<file path="src/rtl/mc_controller_v2_pkg.sv">
// mc_ctrl_pkg: shared definitions for the multi-cycle MIPS-subset controller.
//   state_t      : FSM state encoding (14 states, 4 bits)
//   OP_* / FN_*  : instruction opcode and funct field values
//   ALU_*        : 3-bit aluop codes
//   PC_*         : pcsource codes
//   SRCB_*       : alusrcb codes
//   M2R_*        : memtoreg codes
//   RD_*         : regdst codes
package mc_ctrl_pkg;

  typedef enum logic [3:0] {
    S_FETCH     = 4'd0,
    S_DECODE    = 4'd1,
    S_MEM_ADDR  = 4'd2,
    S_MEM_READ  = 4'd3,
    S_MEM_WB    = 4'd4,
    S_MEM_WRITE = 4'd5,
    S_R_EXEC    = 4'd6,
    S_R_WB      = 4'd7,
    S_BRANCH    = 4'd8,
    S_JUMP      = 4'd9,
    S_LINK_WB   = 4'd10,
    S_I_EXEC    = 4'd11,
    S_I_WB      = 4'd12,
    S_TRAP      = 4'd13
  } state_t;

  localparam logic [5:0] OP_RTYPE = 6'b000000;
  localparam logic [5:0] OP_J     = 6'b000010;
  localparam logic [5:0] OP_JAL   = 6'b000011;
  localparam logic [5:0] OP_BEQ   = 6'b000100;
  localparam logic [5:0] OP_BNE   = 6'b000101;
  localparam logic [5:0] OP_ADDI  = 6'b001000;
  localparam logic [5:0] OP_SLTI  = 6'b001010;
  localparam logic [5:0] OP_ANDI  = 6'b001100;
  localparam logic [5:0] OP_ORI   = 6'b001101;
  localparam logic [5:0] OP_XORI  = 6'b001110;
  localparam logic [5:0] OP_LUI   = 6'b001111;
  localparam logic [5:0] OP_LW    = 6'b100011;
  localparam logic [5:0] OP_SW    = 6'b101011;

  localparam logic [5:0] FN_JR    = 6'b001000;
  localparam logic [5:0] FN_JALR  = 6'b001001;

  localparam logic [2:0] ALU_ADD   = 3'b000;
  localparam logic [2:0] ALU_SUB   = 3'b001;
  localparam logic [2:0] ALU_FUNCT = 3'b010;
  localparam logic [2:0] ALU_OR    = 3'b011;
  localparam logic [2:0] ALU_AND   = 3'b100;
  localparam logic [2:0] ALU_XOR   = 3'b101;
  localparam logic [2:0] ALU_SLT   = 3'b110;

  localparam logic [1:0] PC_ALU    = 2'b00;
  localparam logic [1:0] PC_ALUOUT = 2'b01;
  localparam logic [1:0] PC_JUMP   = 2'b10;
  localparam logic [1:0] PC_REGA   = 2'b11;

  localparam logic [1:0] SRCB_B     = 2'b00;
  localparam logic [1:0] SRCB_FOUR  = 2'b01;
  localparam logic [1:0] SRCB_IMM   = 2'b10;
  localparam logic [1:0] SRCB_SHIMM = 2'b11;

  localparam logic [1:0] M2R_ALUOUT = 2'b00;
  localparam logic [1:0] M2R_MDR    = 2'b01;
  localparam logic [1:0] M2R_PC     = 2'b10;

  localparam logic [1:0] RD_RT = 2'b00;
  localparam logic [1:0] RD_RD = 2'b01;
  localparam logic [1:0] RD_RA = 2'b10;

  // States that wait on the memory handshake and are covered by the watchdog.
  function automatic logic is_mem_state(input state_t s);
    return (s == S_FETCH) || (s == S_MEM_READ) || (s == S_MEM_WRITE);
  endfunction

endpackage

</file>
<file path="src/rtl/mc_controller_v2_watchdog.sv">
// mc_mem_watchdog: counts cycles a memory state spends waiting for mem_ready.
//   clk, reset : clock and synchronous active-high reset
//   clear      : restart count (state is changing)
//   inc        : a memory state is waiting this cycle
//   expire     : this waiting cycle is the last one allowed (MEM_TIMEOUT-th)
// MEM_TIMEOUT = 0 disables expiry; 2**TMO_W must exceed MEM_TIMEOUT.
module mc_mem_watchdog #(
  parameter int MEM_TIMEOUT = 15,
  parameter int TMO_W       = 4
) (
  input  logic clk,
  input  logic reset,
  input  logic clear,
  input  logic inc,
  output logic expire
);

  localparam logic [TMO_W-1:0] LIMIT =
    (MEM_TIMEOUT == 0) ? '0 : TMO_W'(MEM_TIMEOUT - 1);

  logic [TMO_W-1:0] count;

  // Saturating counter so a disabled watchdog never wraps back to a small value.
  always_ff @(posedge clk) begin
    if (reset) begin
      count <= '0;
    end else if (clear) begin
      count <= '0;
    end else if (inc && (count != '1)) begin
      count <= count + TMO_W'(1);
    end
  end

  assign expire = (MEM_TIMEOUT != 0) && inc && (count == LIMIT);

endmodule

</file>
<file path="src/rtl/mc_controller_v2.sv">
// mc_controller_v2: multi-cycle MIPS-subset control FSM with a variable-latency
// memory handshake, memory watchdog, sticky error flags and a TRAP state.
//   clk, reset          : clock, synchronous active-high reset
//   op, funct, zero     : IR[31:26], IR[5:0], ALU zero flag
//   mem_ready           : memory completes the current access this cycle
//   pcen, pcwrite, memread, memwrite, irwrite, iord, regwrite, alusrca,
//   pcsource, alusrcb, aluop, memtoreg, regdst : datapath/memory controls
//   instr_done          : one-cycle pulse in the last cycle of an instruction
//   bus_err, illegal_op : sticky error flags, cleared only by reset
//   state_o             : current state for debug
// Build option: define CTRL_ILLEGAL_TRAP_EN to trap on undecoded opcodes;
// otherwise they retire as NOPs and illegal_op stays 0.
module mc_controller_v2 import mc_ctrl_pkg::*; #(
  parameter int MEM_TIMEOUT = 15,
  parameter int TMO_W       = 4,
  parameter int STATE_W     = 4
) (
  input  logic               clk,
  input  logic               reset,
  input  logic [5:0]         op,
  input  logic [5:0]         funct,
  input  logic               zero,
  input  logic               mem_ready,
  output logic               pcen,
  output logic               pcwrite,
  output logic               memread,
  output logic               memwrite,
  output logic               irwrite,
  output logic               iord,
  output logic               regwrite,
  output logic               alusrca,
  output logic [1:0]         pcsource,
  output logic [1:0]         alusrcb,
  output logic [2:0]         aluop,
  output logic [1:0]         memtoreg,
  output logic [1:0]         regdst,
  output logic               instr_done,
  output logic               bus_err,
  output logic               illegal_op,
  output logic [STATE_W-1:0] state_o
);

  state_t state, nextstate;
  logic   branch_pcen;
  logic   bus_set;
  logic   wd_clear, wd_inc, wd_expire;
`ifdef CTRL_ILLEGAL_TRAP_EN
  logic   ill_set;
`endif

  mc_mem_watchdog #(.MEM_TIMEOUT(MEM_TIMEOUT), .TMO_W(TMO_W)) u_wdog (
    .clk    (clk),
    .reset  (reset),
    .clear  (wd_clear),
    .inc    (wd_inc),
    .expire (wd_expire)
  );

  assign wd_inc   = is_mem_state(state) && !mem_ready;
  assign wd_clear = (nextstate != state);

  always_ff @(posedge clk) begin
    if (reset) begin
      state   <= S_FETCH;
      bus_err <= 1'b0;
    end else begin
      state <= nextstate;
      if (bus_set) bus_err <= 1'b1;
    end
  end

`ifdef CTRL_ILLEGAL_TRAP_EN
  always_ff @(posedge clk) begin
    if (reset) illegal_op <= 1'b0;
    else if (ill_set) illegal_op <= 1'b1;
  end
`else
  assign illegal_op = 1'b0;
`endif

  // Memory states only advance on mem_ready; a timeout on the final waiting
  // cycle traps, but a completion in that same cycle takes priority.
  always_comb begin
    nextstate   = state;
    pcwrite     = 1'b0;
    memread     = 1'b0;
    memwrite    = 1'b0;
    irwrite     = 1'b0;
    iord        = 1'b0;
    regwrite    = 1'b0;
    alusrca     = 1'b0;
    pcsource    = PC_ALU;
    alusrcb     = SRCB_B;
    aluop       = ALU_ADD;
    memtoreg    = M2R_ALUOUT;
    regdst      = RD_RT;
    branch_pcen = 1'b0;
    bus_set     = 1'b0;
`ifdef CTRL_ILLEGAL_TRAP_EN
    ill_set     = 1'b0;
`endif
    case (state)
      S_FETCH: begin
        memread = 1'b1;
        alusrcb = SRCB_FOUR;
        aluop   = ALU_ADD;
        if (mem_ready) begin
          irwrite   = 1'b1;
          pcwrite   = 1'b1;
          nextstate = S_DECODE;
        end else if (wd_expire) begin
          nextstate = S_TRAP;
          bus_set   = 1'b1;
        end
      end
      S_DECODE: begin
        alusrcb = SRCB_SHIMM;
        aluop   = ALU_ADD;
        case (op)
          OP_RTYPE:
            nextstate = ((funct == FN_JR) || (funct == FN_JALR)) ? S_JUMP : S_R_EXEC;
          OP_LW, OP_SW:   nextstate = S_MEM_ADDR;
          OP_BEQ, OP_BNE: nextstate = S_BRANCH;
          OP_J, OP_JAL:   nextstate = S_JUMP;
          OP_ADDI, OP_ORI, OP_LUI, OP_ANDI, OP_XORI, OP_SLTI:
            nextstate = S_I_EXEC;
          default: begin
`ifdef CTRL_ILLEGAL_TRAP_EN
            ill_set   = 1'b1;
            nextstate = S_TRAP;
`else
            nextstate = S_FETCH;
`endif
          end
        endcase
      end
      S_MEM_ADDR: begin
        alusrca = 1'b1;
        alusrcb = SRCB_IMM;
        aluop   = ALU_ADD;
        if (op == OP_LW)      nextstate = S_MEM_READ;
        else if (op == OP_SW) nextstate = S_MEM_WRITE;
        else                  nextstate = S_FETCH;
      end
      S_MEM_READ: begin
        memread = 1'b1;
        iord    = 1'b1;
        if (mem_ready) begin
          nextstate = S_MEM_WB;
        end else if (wd_expire) begin
          nextstate = S_TRAP;
          bus_set   = 1'b1;
        end
      end
      S_MEM_WB: begin
        regwrite  = 1'b1;
        memtoreg  = M2R_MDR;
        regdst    = RD_RT;
        nextstate = S_FETCH;
      end
      S_MEM_WRITE: begin
        memwrite = 1'b1;
        iord     = 1'b1;
        if (mem_ready) begin
          nextstate = S_FETCH;
        end else if (wd_expire) begin
          nextstate = S_TRAP;
          bus_set   = 1'b1;
        end
      end
      S_R_EXEC: begin
        alusrca   = 1'b1;
        aluop     = ALU_FUNCT;
        nextstate = S_R_WB;
      end
      S_R_WB: begin
        regwrite  = 1'b1;
        regdst    = RD_RD;
        nextstate = S_FETCH;
      end
      S_BRANCH: begin
        alusrca     = 1'b1;
        aluop       = ALU_SUB;
        pcsource    = PC_ALUOUT;
        branch_pcen = (op == OP_BNE) ? !zero : zero;
        nextstate   = S_FETCH;
      end
      S_JUMP: begin
        pcwrite   = 1'b1;
        pcsource  = (op == OP_RTYPE) ? PC_REGA : PC_JUMP;
        nextstate = ((op == OP_JAL) || ((op == OP_RTYPE) && (funct == FN_JALR)))
                    ? S_LINK_WB : S_FETCH;
      end
      S_LINK_WB: begin
        regwrite  = 1'b1;
        memtoreg  = M2R_PC;
        regdst    = (op == OP_JAL) ? RD_RA : RD_RD;
        nextstate = S_FETCH;
      end
      S_I_EXEC: begin
        alusrca = 1'b1;
        alusrcb = (op == OP_LUI) ? SRCB_SHIMM : SRCB_IMM;
        case (op)
          OP_ORI, OP_LUI: aluop = ALU_OR;
          OP_ANDI:        aluop = ALU_AND;
          OP_XORI:        aluop = ALU_XOR;
          OP_SLTI:        aluop = ALU_SLT;
          default:        aluop = ALU_ADD;
        endcase
        nextstate = S_I_WB;
      end
      S_I_WB: begin
        regwrite  = 1'b1;
        regdst    = RD_RT;
        nextstate = S_FETCH;
      end
      S_TRAP: begin
        nextstate = S_TRAP;
      end
      default: begin
        nextstate = S_FETCH;
      end
    endcase
  end

  assign pcen       = pcwrite | branch_pcen;
  assign instr_done = (nextstate == S_FETCH) && (state != S_FETCH) && (state != S_TRAP);
  assign state_o    = STATE_W'(state);

endmodule

</file>
<file path="config.mk">
export PLATFORM = sky130hd
export DESIGN_NAME = mc_controller_v2
export DESIGN_NICKNAME = d
export VERILOG_FILES = /design/src/rtl/mc_controller_v2_pkg.sv /design/src/rtl/mc_controller_v2_watchdog.sv /design/src/rtl/mc_controller_v2.sv
export SDC_FILE = /design/constraint.sdc
export NUM_CORES = 1
export LEC_CHECK = 0
export CAP_MARGIN = 10
export CORE_ASPECT_RATIO = 1.2
export CORE_MARGIN = 2
export CORE_UTILIZATION = 51
export CTS_BUF_LIST = sky130_fd_sc_hd__clkbuf_8
export DETAILED_ROUTE_END_ITERATION = 8
export PLACE_DENSITY = 0.88
export SYNTH_ARGS = -nofsm -noshare
export SYNTH_HDL_FRONTEND = slang
export SYNTH_SLANG_ARGS = --single-unit
</file>
<file path="constraint.sdc">
create_clock -name clk -period 3.4 [get_ports clk]
set_input_delay 0.51 -clock clk [delete_from_list [all_inputs] [get_ports clk]]
set_output_delay 0.51 -clock clk [all_outputs]
set_load 0.01 [all_outputs]
</file>
=== After elaboration in Yosys (flattened, before gate mapping) ===
Cells that the tools add are included.

* Add/subtract/negate cells: 1
* Equal/unequal tests: 31
* Muxes and demuxes: 32
* Bitwise gates (word level): 1
* Reductions and logical operators: 27

{| class="wikitable"
|+ Operator list
! operator !! count
|-
| 6-bit by 4-bit == test with 1-bit output (second input constant) || 8
|-
| 4-bit case mux with 9 select lines || 1
|-
| 4-bit == test (second input constant) || 7
|-
| 4-bit two-way mux || 6
|-
| 4-bit case mux with 5 select lines || 1
|-
| 4-bit by 3-bit == test with 1-bit output (second input constant) || 4
|-
| 1-bit two-way mux || 14
|-
| 2-bit OR reduction || 7
|-
| 6-bit by 2-bit == test with 1-bit output (second input constant) || 2
|-
| 6-bit by 3-bit == test with 1-bit output (second input constant) || 2
|-
| 6-bit == test (second input constant) || 2
|-
| 2-bit case mux with 2 select lines || 3
|-
| 3-bit case mux with 4 select lines || 1
|-
| 3-bit case mux with 3 select lines || 1
|-
| 4-bit by 2-bit == test with 1-bit output (second input constant) || 2
|-
| 4-bit zero test || 2
|-
| 4-bit inequality test (second input constant) || 2
|-
| 2-bit case mux with 4 select lines || 1
|-
| 4-bit OR reduction || 2
|-
| 1-bit logical AND || 6
|-
| 6-bit zero test || 1
|-
| 3-bit two-way mux || 2
|-
| 6-bit OR reduction || 1
|-
| 4-bit by 1-bit adder with 4-bit output (second input constant) || 1
|-
| 9 further kinds || 13
|}

* Register bits after elaboration: 9
* Input port bits: 16
* Output and inout port bits: 26
* Logic and storage cells: 95

=== Logic depth before layout (Yosys ltp) ===
* Depth in word-level cells: 11
* Mapped depth: 8
* Depth with buffers taken out: 8

=== By module ===
Synthesis repeated with hierarchy kept, for this count alone.

* Cell total of the unflattened synthesis: 186
* Area, all modules: 1,204.9 um^2

{| class="wikitable"
|+ Modules (own cells, without submodules)
! module !! instances !! cells an instance !! area an instance (um^2) !! seq. area each (um^2)
|-
| mc_controller_v2 || 1 || 164 || 988.4 || 100.1
|-
| mc_mem_watchdog || 1 || 22 || 216.5 || 80.1
|}

=== Worst setup path after synthesis ===
Ideal clock, no wire load.

* Kind: register to output
* From: reg state[0] (netlist: state_o[0])
* To: out instr_done
* Arrival time: 1,848 ps
* Data required time: 2,890 ps
* Setup slack: 1,042 ps
* Stages on the path, launching flop included: 9
* Buffers on the path: 2
* Cells stage by stage: dfxtp_1 -> clkbuf_2 -> buf_4 -> nor3_1 -> a22oi_1 -> nor2_1 -> a21oi_1 -> nor3b_1 -> and4_1

* Longest elaborated chain between the ends: 11
* Elaborated cells on any way between the ends: 23
* Those cells by class: 9 x eq/ne; 5 x mux; 9 x reduce/logical

{| class="wikitable"
|+ RTL lines
! element !! line !! source
|-
| start, declared || mc_controller_v2.sv:43 || <nowiki>state_t state, nextstate;</nowiki>
|-
| start signal, assigned || mc_controller_v2.sv:67 || <nowiki>state <= nextstate;</nowiki>
|-
| 4-bit by 2-bit == test with 1-bit output / 4-bit zero test (equally long branches) || mc_controller_v2_pkg.sv:73, mc_controller_v2.sv:102 ||
|-
| 1-bit logical OR (2 in a row) || mc_controller_v2_pkg.sv:73 || <nowiki>return (s == S_FETCH) || (s == S_MEM_READ) || (s == S_MEM_WRITE);</nowiki>
|-
| 1-bit logical AND || mc_controller_v2.sv:59 || <nowiki>assign wd_inc = is_mem_state(state) && !mem_ready;</nowiki>
|-
| 1-bit logical AND || mc_controller_v2_watchdog.sv:34 || <nowiki>assign expire = (MEM_TIMEOUT != 0) && inc && (count == LIMIT);</nowiki>
|-
| 4-bit two-way mux || mc_controller_v2.sv:111, mc_controller_v2.sv:150, mc_controller_v2.sv:166 ||
|-
| 4-bit two-way mux, on equally long branches || mc_controller_v2.sv:164, mc_controller_v2.sv:107, mc_controller_v2.sv:148 ||
|-
| 4-bit case mux with 9 select lines || mc_controller_v2.sv:102 || <nowiki>case (state)</nowiki>
|-
| 4-bit zero test || mc_controller_v2.sv:227 || <nowiki>assign instr_done = (nextstate == S_FETCH) && (state != S_FETCH) && (state != S_TRAP);</nowiki>
|-
| 1-bit logical AND || mc_controller_v2.sv:227 ||
|-
| 1-bit logical AND (*) || mc_controller_v2.sv:227 ||
|-
| end, declared || mc_controller_v2.sv:37 || <nowiki>output logic instr_done,</nowiki>
|}

Every way passes the cells marked *; elsewhere a longest branch is shown, timed or not.

=== Final worst setup path ===
* From: in funct[3]
* To: out instr_done

* Longest elaborated chain between the ends: 8
* Elaborated cells on any way between the ends: 12
* Those cells by class: 2 x eq/ne; 4 x mux; 6 x reduce/logical

{| class="wikitable"
|+ RTL lines
! element !! line !! source
|-
| start, declared || mc_controller_v2.sv:21 || <nowiki>input logic [5:0] funct,</nowiki>
|-
| 6-bit by 4-bit == test with 1-bit output, on equally long branches || mc_controller_v2.sv:121, mc_controller_v2.sv:191 ||
|-
| 1-bit logical OR / 1-bit logical AND (equally long branches) || mc_controller_v2.sv:121, mc_controller_v2.sv:191 ||
|-
| 4-bit two-way mux / 1-bit logical OR (equally long branches) || mc_controller_v2.sv:121, mc_controller_v2.sv:191 ||
|-
| 4-bit case mux with 5 select lines / 4-bit two-way mux (equally long branches) || mc_controller_v2.sv:119, mc_controller_v2.sv:192 ||
|-
| 4-bit case mux with 9 select lines (*) || mc_controller_v2.sv:102 ||
|-
| 4-bit zero test (*) || mc_controller_v2.sv:227 ||
|-
| 1-bit logical AND (*) (2 in a row) || mc_controller_v2.sv:227 ||
|}

Marks and branches as above.

==> insert_results.sql <==
INSERT INTO impl_metrics (metric_group, metric, value, unit) VALUES
('grt', 'grt_pass1_vias', '1467', ''),
('logic_synthesis', 'synth_seq_cells', '9', ''),
('logic_synthesis', 'netlist_instances', '183', ''),
('drt', 'detail_route.wirelength', '4090', 'um'),
('critical_path', 'worstPathRequired', '2.89', 'ns'),
('cts', 'htreeDepth', '1', ''),
('logic_synthesis', 'synth_cell_types', '56', ''),
('grt', 'first_pass_grt_wire_length', '6389', 'um'),
('sta', 'maxSlewViolCount', '0', ''),
('floorplanning', 'dieWidth', '48.81', 'um'),
('logic_synthesis', 'synth_enable_flop_cells', '0', ''),
('outcome', 'result_of_the_run', 'completed', ''),
('floorplanning', 'floorplan.io_pins', '42', ''),
('finish', 'num-fill-cells', '167', ''),
('sta', 'layout_worst_path_cycle_share', '0.9905', ''),
('power_and_ir_drop', 'net_switching_share_of_the_total_power', '0.3160', ''),
('logic_synthesis', 'main_area_contributors_after_synthesis', 'sky130_fd_sc_hd__dfxtp_1 (15%), sky130_fd_sc_hd__nor2_1 (9.2%), sky130_fd_sc_hd__nand2_1 (4.3%), sky130_fd_sc_hd__a21oi_1 (4.1%), sky130_fd_sc_hd__nor4_1 (4.1%)', ''),
('power_and_ir_drop', 'power.clock.fraction', '0.291', ''),
('logic_synthesis', 'synth.cell_area', '1229', 'sq um'),
('logic_synthesis', 'synth_ff_type', 'sky130_fd_sc_hd__dfxtp_1', ''),
('critical_path', 'cp-end-kind', 'output pin', ''),
('power_and_ir_drop', 'power.density', '221.7', 'nW/um^2'),
('power_and_ir_drop', 'power_switching', '0.1267', 'mW'),
('placement', 'gp_routability_congestion', '0.9695', ''),
('drt', 'drt_first_pass_iters', '5', ''),
('power_and_ir_drop', 'power.leakage', '0.7012', 'nW'),
('critical_path', 'crit_path_start_kind', 'input port', ''),
('logic_synthesis', 'post_synth.cell_area_avg', '6.714', 'sq um'),
('finish', 'diodes', '0', ''),
('drt', 'routed-via-count', '1574', ''),
('sta', 'setup_total_negative_slack', '0', 'ns'),
('min_path', 'hold_class', 'reg2reg', ''),
('finish', 'area_delta_synth_final', '47.15', '%'),
('power_and_ir_drop', 'power_report.internal_total', '0.2742', 'mW'),
('grt', 'grt_use_total', '0.2834', ''),
('logic_synthesis', 'async_reset_ff_frac', '0', ''),
('cts', 'max-clock-path-buffers', '2', ''),
('grt', 'grt_max_degree', '18', ''),
('placement', 'io_buffers', '40', ''),
('critical_path', 'worstPathMaxFanout', '5', ''),
('drt', 'viasPerCell', '5.917', ''),
('logic_synthesis', 'synth.largest_area_cell', 'sky130_fd_sc_hd__dfxtp_1', ''),
('logic_synthesis', 'sequential_cell_area_fraction_in_the_yosys_report', '0.1466', ''),
('finish', 'num-nets-final', '254', ''),
('sta', 'setup_viol_count_final', '0', ''),
('power_and_ir_drop', 'max-vdd-ir-drop', '0.3617', 'mV'),
('finish', 'fin_util', '0.7922', ''),
('drt', 'ant_nets', '0', ''),
('floorplanning', 'fp.coreArea', '2282', 'sq um'),
('cts', 'clk-insertion-delay-late', '0.23', 'ns'),
('grt', 'grt.overflow.total', '0', ''),
('floorplanning', 'die_h', '57.77', 'um'),
('sta', 'hold_viol_final', '0', ''),
('cts', 'cts-buffers-inserted', '3', ''),
('floorplanning', 'rows', '19', ''),
('critical_path', 'critPathKind', 'in2out', ''),
('floorplanning', 'floorplan_die_area', '2819', 'sq um'),
('finish', 'drive_above_1_share', '0.1660', ''),
('logic_synthesis', 'mappedNetlistNets', '201', ''),
('cts', 'tritoncts_clock_tree', 'built', ''),
('cts', 'ctsRootBufferMaster', 'sky130_fd_sc_hd__clkbuf_8', ''),
('sta', 'final.min_clock_period', '3.368', 'ns'),
('critical_path', 'critical_path_arrival', '2.86', 'ns'),
('power_and_ir_drop', 'combPwrFrac', '0.416', ''),
('floorplanning', 'initial_utilization', '0.5384', ''),
('drt', 'route.detailed.wl_per_inst', '15.38', 'um'),
('sta', 'fmax', '296.9', 'MHz'),
('cts', 'holdBufCountCts', '0', ''),
('placement', 'hpwl', '3188', 'um'),
('cts', 'cts_num_sinks', '9', ''),
('logic_synthesis', 'synthDominantCellAreaShare', '0.1466', ''),
('sta', 'clock-skew-final', '0.003831', 'ns'),
('power_and_ir_drop', 'share_of_total_power_in_sequential_cells', '0.293', ''),
('grt', 'number_of_antenna_violations_at_the_first_check_in_global_routing', '0', ''),
('drt', 'detail_route.drc_violations', '0', ''),
('cts', 'cts.reportedPaths.clkPinSlew', '0.04', 'ns'),
('flow_run', 'drv.max_cap_violation_count', '0', ''),
('logic_synthesis', 'ys.warnings.count', '0', ''),
('drt', 'drt_first_iter_violations', '88', '');
==> layer usage <==
metal	track usage	share of wire
met5	0	0
met4	0.1469	0.040
met3	0.01804	0.052
met2	0.5479	0.53
met1	0.3099	0.38
==> flip-flops by register name, indices dropped and copies added (netlist names) <==
signal	flops
state_o	4
u_wdog.count	4
bus_err	1
==> synth_stat cells (2+ instances only) <==
library cell and n:
sky130_fd_sc_hd__xnor2_1 3, sky130_fd_sc_hd__nand2_1 14, sky130_fd_sc_hd__nand2b_1 5, sky130_fd_sc_hd__nor3_1 7, sky130_fd_sc_hd__buf_4 6, sky130_fd_sc_hd__dfxtp_1 9, sky130_fd_sc_hd__nor4b_1 2, sky130_fd_sc_hd__buf_2 3
sky130_fd_sc_hd__nand3_1 8, sky130_fd_sc_hd__a21oi_1 10, sky130_fd_sc_hd__nor2_1 30, sky130_fd_sc_hd__or3_1 2, sky130_fd_sc_hd__nand4_1 2, sky130_fd_sc_hd__o22ai_1 3, sky130_fd_sc_hd__or3b_1 2, sky130_fd_sc_hd__inv_1 8
sky130_fd_sc_hd__nor3b_1 3, sky130_fd_sc_hd__a22oi_1 2, sky130_fd_sc_hd__nor2b_1 2, sky130_fd_sc_hd__or2_2 3, sky130_fd_sc_hd__o21ai_0 9, sky130_fd_sc_hd__and3_1 4, sky130_fd_sc_hd__a22o_1 2, sky130_fd_sc_hd__nor4_1 8
sky130_fd_sc_hd__ha_1 2, sky130_fd_sc_hd__mux2i_1 2, sky130_fd_sc_hd__clkbuf_1 3
==> kinds of logic (layout without fill, tap and decap cells) <==
| family | count (synthesis) | count (layout) | synth area share |
|---|---|---|---|
| multiplexers | 3 | 3 | 0.02546 |
| other | 1 | 1 | 0.003052 |
| XOR/XNOR | 4 | 4 | 0.02852 |
| buffers and inverters | 22 | 74 | 0.09571 |
| AO/OA/AOI/OAI | 42 | 42 | 0.2383 |
| AND/OR/NAND/NOR | 100 | 100 | 0.4420 |
| flip-flops | 9 | 9 | 0.1466 |
| adder cells (fa/ha/maj) | 2 | 2 | 0.02036 |
==> timing repair <==
item | CTS | global route
endpoints found under the setup margin | 0 | 1
setup buffers | 0 | 2
gates resized for setup | 0 | 4
==> cell type report <==
| cell class | instances | area (sq um) | area share |
|---|---|---|---|
| multi-input combinational | 152 | 945.9 | 0.5232 |
| timing repair buffer | 62 | 568.0 | 0.3142 |
| sequential | 9 | 180.2 | 0.09965 |
| clock buffer | 3 | 41.29 | 0.02284 |
| tap | 31 | 38.79 | 0.02145 |
| inverter | 8 | 30.03 | 0.01661 |
| clock inverter | 1 | 3.754 | 0.002076 |
==> critical path: stages <==
cell and delay [ns]:
sky130_fd_sc_hd__clkdlybuf4s50_1 0.45, sky130_fd_sc_hd__or3b_4 0.40, sky130_fd_sc_hd__o2111a_1 0.25, sky130_fd_sc_hd__a311oi_2 0.33
sky130_fd_sc_hd__and2_1 0.20, sky130_fd_sc_hd__and4_1 0.20, sky130_fd_sc_hd__clkdlybuf4s50_1 0.53
==> path summary, 6_finish.rpt <==
path	start	end	slack, ns	depth (start not counted)
worst min-delay path	bus_err$_SDFFE_PP0P_	bus_err$_SDFFE_PP0P_	0.50	2
worst max register to register	state_o[1]$_SDFF_PP0_	u_wdog.count[3]$_SDFFE_PP0P_	1.01	7
worst max-delay path	funct[3]	instr_done	0.03	7
worst min register to register	bus_err$_SDFFE_PP0P_	bus_err$_SDFFE_PP0P_	0.50	2
==> placed cells by master (no fill, tap or decap), types with 4 or more instances in the layout <==
| cell type | Yosys | layout |
|---|---|---|
| sky130_fd_sc_hd__a21oi_1 | 10 | 10 |
| sky130_fd_sc_hd__and3_1 | 4 | 4 |
| sky130_fd_sc_hd__buf_4 | 6 | 22 |
| sky130_fd_sc_hd__clkdlybuf4s50_1 | 0 | 39 |
| sky130_fd_sc_hd__dfxtp_1 | 9 | 9 |
| sky130_fd_sc_hd__inv_1 | 8 | 9 |
| sky130_fd_sc_hd__nand2_1 | 14 | 14 |
| sky130_fd_sc_hd__nand2b_1 | 5 | 5 |
| sky130_fd_sc_hd__nand3_1 | 8 | 8 |
| sky130_fd_sc_hd__nor2_1 | 30 | 30 |
| sky130_fd_sc_hd__nor3_1 | 7 | 6 |
| sky130_fd_sc_hd__nor4_1 | 8 | 8 |
| sky130_fd_sc_hd__o21ai_0 | 9 | 9 |
==> power by group through the flow <==
stage	combinational, mW	sequential [mW]	clock (mW)
after floorplan	0.0955	0.114	0
after global placement	0.156	0.119	0
after detailed placement	0.160	0.119	0
after CTS	0.162	0.117	0.118
after global routing	0.179	0.118	0.123
final	0.167	0.117	0.117
==> through the flow <==
| stage | area [sq um] | std cells | power [mW] | setup WS (ns) | hold slack, ns |
|---|---|---|---|---|---|
| floorplan | 1229 | 183 | 0.2097 | 1.042 | 0.5027 |
| global placement | 1730 | 260 | 0.2751 | 0.07849 | 0.4546 |
| detailed placement | 1730 | 260 | 0.2786 | 0.08884 | 0.4930 |
| CTS | 1775 | 264 | 0.3976 | 0.06781 | 0.4967 |
| global route | 1808 | 266 | 0.4197 | -0.06671 | 0.5204 |
| finish | 1808 | 266 | 0.4009 | 0.03215 | 0.4974 |
Note: power is estimated with default switching activity, not from simulation.
